===== src/rtl/meter_tx_pkg.sv =====
// meter_tx_pkg: shared definitions for the meter frame transmitter.
//   tx_state_t   - per-byte serializer states (IDLE, START, DATA, STOP)
//   HEADER_BYTE  - first byte of every frame
//   FRAME_LEN_*  - frame length with and without the trailing checksum
//   FRAME_LEN    - active frame length, selected by METER_FRAME_CHECKSUM_EN
//   frame_checksum() - mod-256 sum of status + 12 data bytes (checksum build only)
package meter_tx_pkg;

  typedef enum logic [1:0] {
    IDLE,
    START,
    DATA,
    STOP
  } tx_state_t;

  localparam logic [7:0]  HEADER_BYTE     = 8'hA5;
  localparam int unsigned FRAME_LEN_PLAIN = 14;
  localparam int unsigned FRAME_LEN_CSUM  = 15;

`ifdef METER_FRAME_CHECKSUM_EN
  localparam int unsigned FRAME_LEN = FRAME_LEN_CSUM;

  function automatic logic [7:0] frame_checksum(input logic [7:0]  status,
                                                input logic [95:0] words);
    logic [7:0]  sum;
    logic [95:0] rest;
    sum  = status;
    rest = words;
    for (int unsigned i = 0; i < 12; i++) begin
      sum  = sum + rest[7:0];
      rest = rest >> 8;
    end
    return sum;
  endfunction
`else
  localparam int unsigned FRAME_LEN = FRAME_LEN_PLAIN;
`endif

endpackage


===== src/rtl/uart_byte_tx.sv =====
// uart_byte_tx: serializes one byte as start(0), 8 data bits LSB first, stop(1),
// each bit held CLKS_PER_BIT clocks.
//   clk, reset (async, active-low)
//   load      - accept byte_in; honoured in IDLE, and on the last stop-bit cycle
//               so consecutive bytes go out with no idle bit between them
//   byte_in   - byte to send
//   txd       - registered serial output, idle high
//   byte_done - high on the final clock of the stop bit
module uart_byte_tx
  import meter_tx_pkg::*;
#(
  parameter int unsigned CLKS_PER_BIT = 434
) (
  input  logic       clk,
  input  logic       reset,
  input  logic       load,
  input  logic [7:0] byte_in,
  output logic       txd,
  output logic       byte_done
);

  localparam int unsigned     BW        = (CLKS_PER_BIT > 1) ? $clog2(CLKS_PER_BIT) : 1;
  localparam logic [BW-1:0]   BAUD_LAST = BW'(CLKS_PER_BIT - 1);

  tx_state_t     state;
  logic [BW-1:0] baud_cnt;
  logic [2:0]    bit_cnt;
  logic [7:0]    shreg;

  assign byte_done = (state == STOP) && (baud_cnt == BAUD_LAST);

  always_ff @(posedge clk or negedge reset) begin
    if (!reset) begin
      state    <= IDLE;
      baud_cnt <= '0;
      bit_cnt  <= '0;
      shreg    <= '0;
      txd      <= 1'b1;
    end else begin
      case (state)
        IDLE: begin
          if (load) begin
            shreg    <= byte_in;
            baud_cnt <= '0;
            txd      <= 1'b0;
            state    <= START;
          end
        end
        START: begin
          if (baud_cnt == BAUD_LAST) begin
            baud_cnt <= '0;
            bit_cnt  <= '0;
            txd      <= shreg[0];
            state    <= DATA;
          end else begin
            baud_cnt <= baud_cnt + BW'(1);
          end
        end
        DATA: begin
          if (baud_cnt == BAUD_LAST) begin
            baud_cnt <= '0;
            // bit_cnt wraps 7 -> 0 on its own as the byte finishes
            bit_cnt  <= bit_cnt + 3'd1;
            shreg    <= {1'b0, shreg[7:1]};
            if (bit_cnt == 3'd7) begin
              txd   <= 1'b1;
              state <= STOP;
            end else begin
              txd <= shreg[1];
            end
          end else begin
            baud_cnt <= baud_cnt + BW'(1);
          end
        end
        STOP: begin
          if (baud_cnt == BAUD_LAST) begin
            baud_cnt <= '0;
            if (load) begin
              shreg <= byte_in;
              txd   <= 1'b0;
              state <= START;
            end else begin
              state <= IDLE;
            end
          end else begin
            baud_cnt <= baud_cnt + BW'(1);
          end
        end
        default: state <= IDLE;
      endcase
    end
  end

endmodule


===== src/rtl/meter_frame_tx.sv =====
// meter_frame_tx: captures three measurement words plus mode/range flags on an
// accepted start and sends them as a UART frame:
//   A5, {5'b0, high_Frequency, mode}, first/second/third_data MSB byte first,
//   then a mod-256 checksum byte when METER_FRAME_CHECKSUM_EN is defined.
// Ports:
//   clk, reset (async, active-low)
//   start                    - frame request, ignored while busy
//   first/second/third_data  - 32-bit words, latched on the accepting edge
//   mode[1:0], high_Frequency - packed into the status byte
//   txd  - serial line, idle high
//   busy - high while a frame is in flight
//   done - one-cycle pulse as the last stop bit completes (busy drops with it)
module meter_frame_tx
  import meter_tx_pkg::*;
#(
  parameter int unsigned CLK_FREQ = 50000000,
  parameter int unsigned BAUD     = 115200
) (
  input  logic        clk,
  input  logic        reset,
  input  logic        start,
  input  logic [31:0] first_data,
  input  logic [31:0] second_data,
  input  logic [31:0] third_data,
  input  logic [1:0]  mode,
  input  logic        high_Frequency,
  output logic        txd,
  output logic        busy,
  output logic        done
);

  localparam int unsigned   CLKS_PER_BIT = CLK_FREQ / BAUD;
  localparam int unsigned   IW           = $clog2(FRAME_LEN);
  localparam logic [IW-1:0] IDX_LAST     = IW'(FRAME_LEN - 1);

  logic [7:0]    status_q;
  logic [95:0]   words_q;
  logic [IW-1:0] byte_idx;
  logic [IW-1:0] load_idx;
  logic [7:0]    byte_in;
  logic [95:0]   word_sh;
  logic          accept;
  logic          more;
  logic          load;
  logic          byte_done;

  assign accept   = start && !busy;
  assign more     = (byte_idx != IDX_LAST);
  assign load     = accept || (byte_done && more);
  // Header goes out on the accepting edge itself, so its byte is constant and
  // needs no latched data; later bytes are picked from the latched copy.
  assign load_idx = accept ? '0 : byte_idx + IW'(1);

  always_comb begin
    byte_in = HEADER_BYTE;
    word_sh = '0;
    if (load_idx == '0) begin
      byte_in = HEADER_BYTE;
    end else if (load_idx == IW'(1)) begin
      byte_in = status_q;
    end else if (load_idx <= IW'(13)) begin
      word_sh = words_q << (8 * (int'(load_idx) - 2));
      byte_in = word_sh[95:88];
    end
`ifdef METER_FRAME_CHECKSUM_EN
    else begin
      byte_in = frame_checksum(status_q, words_q);
    end
`endif
  end

  always_ff @(posedge clk or negedge reset) begin
    if (!reset) begin
      status_q <= '0;
      words_q  <= '0;
      byte_idx <= '0;
      busy     <= 1'b0;
      done     <= 1'b0;
    end else begin
      done <= 1'b0;
      if (accept) begin
        status_q <= {5'b0, high_Frequency, mode};
        words_q  <= {first_data, second_data, third_data};
        byte_idx <= '0;
        busy     <= 1'b1;
      end else if (byte_done) begin
        if (more) begin
          byte_idx <= byte_idx + IW'(1);
        end else begin
          byte_idx <= '0;
          busy     <= 1'b0;
          done     <= 1'b1;
        end
      end
    end
  end

  uart_byte_tx #(
    .CLKS_PER_BIT(CLKS_PER_BIT)
  ) u_byte_tx (
    .clk      (clk),
    .reset    (reset),
    .load     (load),
    .byte_in  (byte_in),
    .txd      (txd),
    .byte_done(byte_done)
  );

endmodule


===== config.mk =====
export PLATFORM = sky130hd
export DESIGN_NAME = meter_frame_tx
export DESIGN_NICKNAME = d
export VERILOG_FILES = /design/src/rtl/meter_tx_pkg.sv /design/src/rtl/uart_byte_tx.sv /design/src/rtl/meter_frame_tx.sv
export SDC_FILE = /design/constraint.sdc
export NUM_CORES = 1
export LEC_CHECK = 0
export CAP_MARGIN = 0
export CORE_MARGIN = 4
export CORE_UTILIZATION = 25
export CTS_CLUSTER_SIZE = 30
export DETAILED_ROUTE_END_ITERATION = 10
export GPL_ROUTABILITY_DRIVEN = 1
export GPL_TIMING_DRIVEN = 1
export PLACE_DENSITY = 0.47
export SKIP_CTS_REPAIR_TIMING = 1
export SLEW_MARGIN = 30
export SYNTH_ARGS = -nofsm -noshare
export SYNTH_HDL_FRONTEND = slang
export SYNTH_SLANG_ARGS = --single-unit

===== constraint.sdc =====
create_clock -name clk -period 3 [get_ports clk]
set_clock_uncertainty 0.2 [all_clocks]
set_input_delay 0.3 -clock clk [delete_from_list [all_inputs] [get_ports clk]]
set_output_delay 0.3 -clock clk [all_outputs]
set_load 0.01 [all_outputs]

== After elaboration in Yosys (flattened, before gate mapping) ==
Cells that the tools add are included.
W data, S select, Z words.

* Output and inout bits: 3
* Logic and storage cells: 81
* Bits in registers: 128
* Input port bits: 102

* Add/sub/neg operators: 4
* Equal/unequal tests: 13
* Mux-type cells: 36
* Order comparisons: 1
* Shifts and indexed selects: 1
* Reductions and logical operators: 16

{| class="wikitable"
|+ Operators with widths
! operator !! count
|-
| $shl A96 B32 Y96 || 1
|-
| $mux W8 || 6
|-
| $pmux W8 S3 || 1
|-
| $mux W9 || 2
|-
| $pmux W9 S2 || 1
|-
| $mux W4 || 4
|-
| $mux W1 || 12
|-
| $mux W2 || 5
|-
| $add A9 B1 Y9 const B || 1
|-
| $eq A9 B9 Y1 const B || 1
|-
| $reduce_and A3 Y1 || 3
|-
| $pmux W2 S4 || 1
|-
| $mux W3 || 2
|-
| $ne A2 B1 Y1 const B || 3
|-
| $ne A2 B2 Y1 const B || 3
|-
| $pmux W3 S2 || 1
|-
| $reduce_and A5 Y1 || 1
|-
| $sub A4 B2 Y5 const B || 1
|-
| $add A4 B1 Y4 const B || 1
|-
| $eq A2 B2 Y1 const B || 2
|-
| $eq A4 B1 Y1 const B || 1
|-
| $le A4 B4 Y1 const B || 1
|-
| $logic_not A4 Y1 || 1
|-
| $ne A4 B4 Y1 const B || 1
|-
| 12 further kinds || 15
|}

== Logic depth before layout (Yosys ltp) ==
Gate-level depths: netlist of run 1.

* Depth in word-level cells: 11
* Depth in mapped cells: 13
* Depth with buffers taken out: 10

== Hierarchy ==
A second synthesis of run 1 with hierarchy kept.

* Cell total of the unflattened synthesis: 752
* Area, all modules: 6,503.7 sq um

{| class="wikitable"
|+ By module, submodules not included
! module !! instances !! area an instance (sq um) !! cells an instance !! seq. area each (sq um)
|-
| meter_frame_tx || 1 || 5,172.5 || 633 || 2,627.5
|-
| uart_byte_tx || 1 || 1,331.3 || 119 || 576.8
|}

== Least setup slack after synthesis of run 1 ==
No wires, ideal clock.

* Path kind: reg2reg
* From: register busy
* To: register u_byte_tx.shreg[5]
* Slack: -259 ps
* Cell stages (with the launch flop): 14
* Library setup time: 90 ps
* Arrival: 2,969 ps
* Path buffers: 5
* Clock period less this slack: 3,259 ps
* Data required time: 2,710 ps
* Cells stage by stage: dfrtp_1 -> nand2b_1 -> buf_2 -> clkbuf_1 -> clkbuf_1 -> buf_1 -> nand2_1 -> ha_1 -> clkbuf_1 -> o21ai_0 -> a221oi_1 -> a21oi_1 -> o211a_1 -> o221ai_1

* Longest elaborated chain between the ends: 11
* Elaborated cells between the ends (all ways): 15
* Those cells by class: add/sub (1); order compare (1); eq/ne (1); shift (1); mux (7); reduce/logical (4)

{| class="wikitable"
|+ RTL lines
! what !! line !! text
|-
| start, declared || meter_frame_tx.sv:28 || <nowiki>output logic busy,</nowiki>
|-
| start signal, assigned || meter_frame_tx.sv:77 || <nowiki>busy <= 1'b0;</nowiki>
|-
| start signal, assigned || meter_frame_tx.sv:85 || <nowiki>busy <= 1'b1;</nowiki>
|-
| start signal, assigned || meter_frame_tx.sv:91 || <nowiki>busy <= 1'b0;</nowiki>
|-
| $logic_not A1 Y1 * || meter_frame_tx.sv:47 || <nowiki>assign accept = start && !busy;</nowiki>
|-
| $logic_and A1 B1 Y1 * || meter_frame_tx.sv:47 ||
|-
| $mux W4 || meter_frame_tx.sv:52 || <nowiki>assign load_idx = accept ? '0 : byte_idx + IW'(1);</nowiki>
|-
| $sub A4 B2 Y5 || meter_frame_tx.sv:62 || <nowiki>word_sh = words_q << (8 * (int'(load_idx) - 2));</nowiki>
|-
| $shl A96 B32 Y96 || meter_frame_tx.sv:62 ||
|-
| $mux W8 || meter_frame_tx.sv:61 || <nowiki>end else if (load_idx <= IW'(13)) begin</nowiki>
|-
| $mux W8 || meter_frame_tx.sv:59 || <nowiki>end else if (load_idx == IW'(1)) begin</nowiki>
|-
| $mux W8 || meter_frame_tx.sv:57 || <nowiki>if (load_idx == '0) begin</nowiki>
|-
| $mux W8 * || uart_byte_tx.sv:42, uart_byte_tx.sv:78 ||
|-
| $mux W8 || uart_byte_tx.sv:76 || <nowiki>if (baud_cnt == BAUD_LAST) begin</nowiki>
|-
| $pmux W8 S3 * || uart_byte_tx.sv:40 || <nowiki>case (state)</nowiki>
|-
| end signal, assigned || uart_byte_tx.sv:43 || <nowiki>shreg <= byte_in;</nowiki>
|-
| end signal, assigned || uart_byte_tx.sv:64 || <nowiki>shreg <= {1'b0, shreg[7:1]};</nowiki>
|-
| end signal, assigned || uart_byte_tx.sv:79 || <nowiki>shreg <= byte_in;</nowiki>
|-
| end, declared || uart_byte_tx.sv:28 || <nowiki>logic [7:0] shreg;</nowiki>
|}

Every way passes the cells marked *; elsewhere a longest branch is shown, timed or not. The select of a mux whose other input is x is not followed.
A chain may end at the register's enable or synchronous reset.

== Worst setup path after layout of run 1 ==
* From: register byte_idx[1]
* To: register u_byte_tx.shreg[5]

* Longest elaborated chain between the ends: 10
* Elaborated cells between the ends (all ways): 16
* Those cells by class: add/sub (2); order compare (1); eq/ne (2); shift (1); mux (7); reduce/logical (3)

{| class="wikitable"
|+ RTL lines
! what !! line !! text
|-
| start, declared || meter_frame_tx.sv:38 || <nowiki>logic [IW-1:0] byte_idx;</nowiki>
|-
| start signal, assigned || meter_frame_tx.sv:88 || <nowiki>byte_idx <= byte_idx + IW'(1);</nowiki>
|-
| $add A4 B1 Y4 || meter_frame_tx.sv:52 ||
|-
| $mux W4 || meter_frame_tx.sv:52 ||
|-
| $sub A4 B2 Y5 || meter_frame_tx.sv:62 ||
|-
| $shl A96 B32 Y96 || meter_frame_tx.sv:62 ||
|-
| $mux W8 || meter_frame_tx.sv:61 ||
|-
| $mux W8 || meter_frame_tx.sv:59 ||
|-
| $mux W8 || meter_frame_tx.sv:57 ||
|-
| $mux W8 * || uart_byte_tx.sv:42, uart_byte_tx.sv:78 ||
|-
| $mux W8 || uart_byte_tx.sv:76 ||
|-
| $pmux W8 S3 * || uart_byte_tx.sv:40 ||
|}

Marked as above.

==> summary.md, run 1 <==
| Metric | Value |
|---|---|
| Status | complete, no violations |
| XOR/XNOR share of the synthesized area | 0.00662 |
| Violation count after the first detailed-route iteration | 283 |
| Setup crit end kind | register |
| Initial core utilization | 0.254 |
| Mux cell area share after synthesis | 0.0259 |
| CORE AREA | 0.0261 mm² |
| R2R depth | 10 |
| Initial antenna violation count | 0 |
| Worst slew pin tran | 642 ps |
| Root Buffer | clkbuf_16 |
| Vias in the first global route | 5879 |
| CP Launch Type | register |
| Reg area | 0.00320 mm² |
| Number of fill cells | 2758 |
| Post-synth top flop | dfrtp_1 |
| Synthesized cell area | 0.00662 mm² |
| Placed Cells | 1232 |
| Worst Setup EP | u_byte_tx.shreg[5] |
| Final Max Tran Viols | 0 |
| Top cells by area, synth | dfrtp_1 (48%), nand2_1 (20%), o21ai_0 (4.2%) |
| CTS tree | done |
| Placer Congestion | 0.842 |
| LEAKAGE | 0.00405 µW |
| Avg Cell Area, Syn | 8.09 µm² |
| Synth Area in Adders | 0.0246 |
| Setup CP Type | register to register |
| Critical Path Source | byte_idx[1] |
| R2r startpoint | byte_idx[1] |
| Number of synthesized flops with an enable pin | 0 |
| Vias per Instance | 4.66 |
| Total CTS buffers | 17 |
| Area occupied by multi-input gates | 0.00318 mm² |
| Worst rel slew slack | 0.569 |
| WL/cell | 16.0 µm |
| Commonest non-fill, non-tap cell in the layout | nand2_1 |
| Pre-CTS setup slack | 39.6 ps |
| Pwr Density | 514 mW/mm² |
| Row count | 59 |
| Number of synthesized register bits | 128 |
| Largest net degree at the start of global routing | 115 |
| Number of routed nets with antenna violations | 0 |
| Placement Cell Area | 0.00812 mm² |
| Ports | 105 |
| Post-Synthesis Cells | 818 |
| Setup TNS | 0 ps |
| Tmin final | 2820 ps |
| Number of antenna diodes | 0 |
| Maxcap violations | 0 |
| Peak Freq | 355 MHz |
| Die area | 0.0291 mm² |
| Drt pass-1 iters | 5 |
| WL final | 20.2 mm |
| Clk slew on worst S/H paths | 60 ps |
| Area Growth Syn to Fin | 31.8% |
| Vias | 5894 |
| Worst hold-check path type | input pin to register |
| Synthesized Nets | 933 |
| Worst Path Required | 3130 ps |
| Die H | 171 µm |
| Dpl hpwl | 14.6 mm |
| I/O Buffers | 104 |
| Largest family of logic cells by synthesized area | simple AND/OR/NAND/NOR gates |
| # setup viols final | 0 |
| # H-tree levels | 4 |
| Arrival time at the worst endpoint | 2950 ps |
| Post-synth ARST share | 1.00 |
| Final cell count without fillers | 1265 |
| Reg2reg setup slack | 180 ps |
| Synth area leader | dfrtp_1 |
| Cell area after layout | 0.00872 mm² |
| Worst-path maximum fanout | 14 |
| Final worst-path cycle share | 0.940 |
| Post-Synth Simple-Gate Area | 0.278 |
| Drt drc | 0 |
| Layout Nets | 1032 |
| Die W | 171 µm |
| Setup ws final | 180 ps |
| Share of cells above drive strength 1 | 0.0817 |
| Top cell type's share of synthesized area | 0.480 |
| Maximum vdd drop | 259 µV |
| Netlist cell types | 58 |
| Unrepaired setup endpoints after global routing | no |
| Total grt overflow | 0 |
| Most frequent cells in the layout | nand2_1 (350), dfrtp_1 (127), clkdlybuf4s50_1 (103) |
| RR Endpoint | u_byte_tx.shreg[5] |
| Final Hold Fails | 0 |
| Register area share after synthesis | 0.484 |
| Compound-Gate Fraction of Synth Area | 0.142 |
| # clock sinks | 128 |
| First-pass GRT wire length | 32.2 mm |
| Worst-Skew Late Latency | 420 ps |
| Ys Warns | 0 |
| Gr usage total | 0.141 |
| Clock buffer depth | 2 |
==> flip-flops by register name, summed over array words and instances, names as in the netlist, 2 cells and up <==
name                count
words_q                96
u_byte_tx.baud_cnt      9
u_byte_tx.shreg         8
byte_idx                4
status_q                3
u_byte_tx.bit_cnt       3
u_byte_tx.state         2
==> cell usage after synthesis, types with 2 or more instances <==
cell / number
a32o_1: 2
xor2_1: 3
a41oi_1: 2
nor2b_1: 2
o21a_1: 2
o31ai_1: 4
o211ai_1: 3
mux2_2: 7
a211oi_1: 2
mux2i_1: 7
a221o_1: 2
nand2_1: 350
nand3_1: 14
buf_1: 8
nand4_1: 8
nor3_1: 8
nor2_1: 32
o22ai_1: 10
ha_1: 13
a21oi_1: 17
a221oi_1: 6
and2_1: 4
a32oi_1: 2
dfrtp_1: 127
xnor2_1: 2
o2bb2ai_1: 5
buf_2: 12
a2111oi_0: 2
nand3b_1: 4
clkbuf_1: 30
or3_1: 7
nand2b_1: 5
o21ai_1: 4
o21ai_0: 55
o221ai_1: 8
and3_1: 5
a31oi_1: 10
inv_1: 14
==> power by group <==
group | internal, µW | total [µW] | switching (µW)
combinational | 276 | 565 | 289
clock | 1270 | 2070 | 795
sequential | 1800 | 1850 | 50.6
total | 3350 | 4480 | 1130
==> cell families (layout without fill, tap and decap cells) <==
group,Yosys count,in the layout
multiplexers,15,15
adder cells (fa/ha/maj),13,13
AO/OA/AOI/OAI,146,146
AND/OR/NAND/NOR,447,447
buffers and inverters,64,176
XOR/XNOR,5,5
flip-flops,128,128
==> routing by layer <==
metal / GRT usage / up-vias / part of all wire / routed length, µm
li1: - / 2951 / - / -
met1: 0.195 / 2817 / 0.48 / 9640
met2: 0.230 / 120 / 0.49 / 9860
met3: 0.0291 / 6 / 0.030 / 609
met4: 0.0302 / 0 / 0.0053 / 108
met5: 0 / - / 0 / 0
==> how the worst min path moves through the flow <==
stage | to | cells after the start | from | slack, ps
2_1_floorplan | busy | 0 | reset | -200
3_3_place_gp | words_q[94] | 1 | reset | 160
3_5_place_dp | words_q[94] | 1 | reset | 150
4_1_cts | words_q[86] | 1 | reset | -300
5_1_grt | words_q[88] | 3 | first_data[24] | 200
6_report | words_q[93] | 3 | first_data[29] | 200
==> through the flow <==
stage	util	total power, µW	hold slack [ps]
CTS	0.334	4540	-304
global route	0.335	4680	199
detailed placement	0.311	2440	147
finish	0.335	4480	204
floorplan	-	2130	-196
global placement	0.311	2440	158
==> area by class of cell <==
type / instances / share of cell area
multi-input combinational: 626 / 0.365
clock buffer: 21 / 0.0528
timing repair buffer: 130 / 0.146
tap: 335 / 0.0481
sequential: 128 / 0.368
inverter: 14 / 0.00603
clock inverter: 11 / 0.0149
==> worst max-delay path, stage by stage (launching register included) <==
cell and delay [ps]:
dfrtp_1 440, ha_1 280, xor2_1 260, nand2_1 110, ha_1 410, buf_4 240
o21ai_0 100, a221oi_1 240, a21oi_1 70, o211a_1 220, o221ai_1 160
Note: power is estimated with default switching activity, not from simulation.
==> run 2: changes to the inputs <==
--- a/config.mk
+++ b/config.mk
@@ -8,6 +8,7 @@
 export CAP_MARGIN = 0
 export CORE_MARGIN = 4
 export CORE_UTILIZATION = 25
+export CTS_CLUSTER_DIAMETER = 200
 export CTS_CLUSTER_SIZE = 30
 export DETAILED_ROUTE_END_ITERATION = 10
 export GPL_ROUTABILITY_DRIVEN = 1
==> results of run 2 <==
Final layout, timing and power as in run 1 (identical DEF).
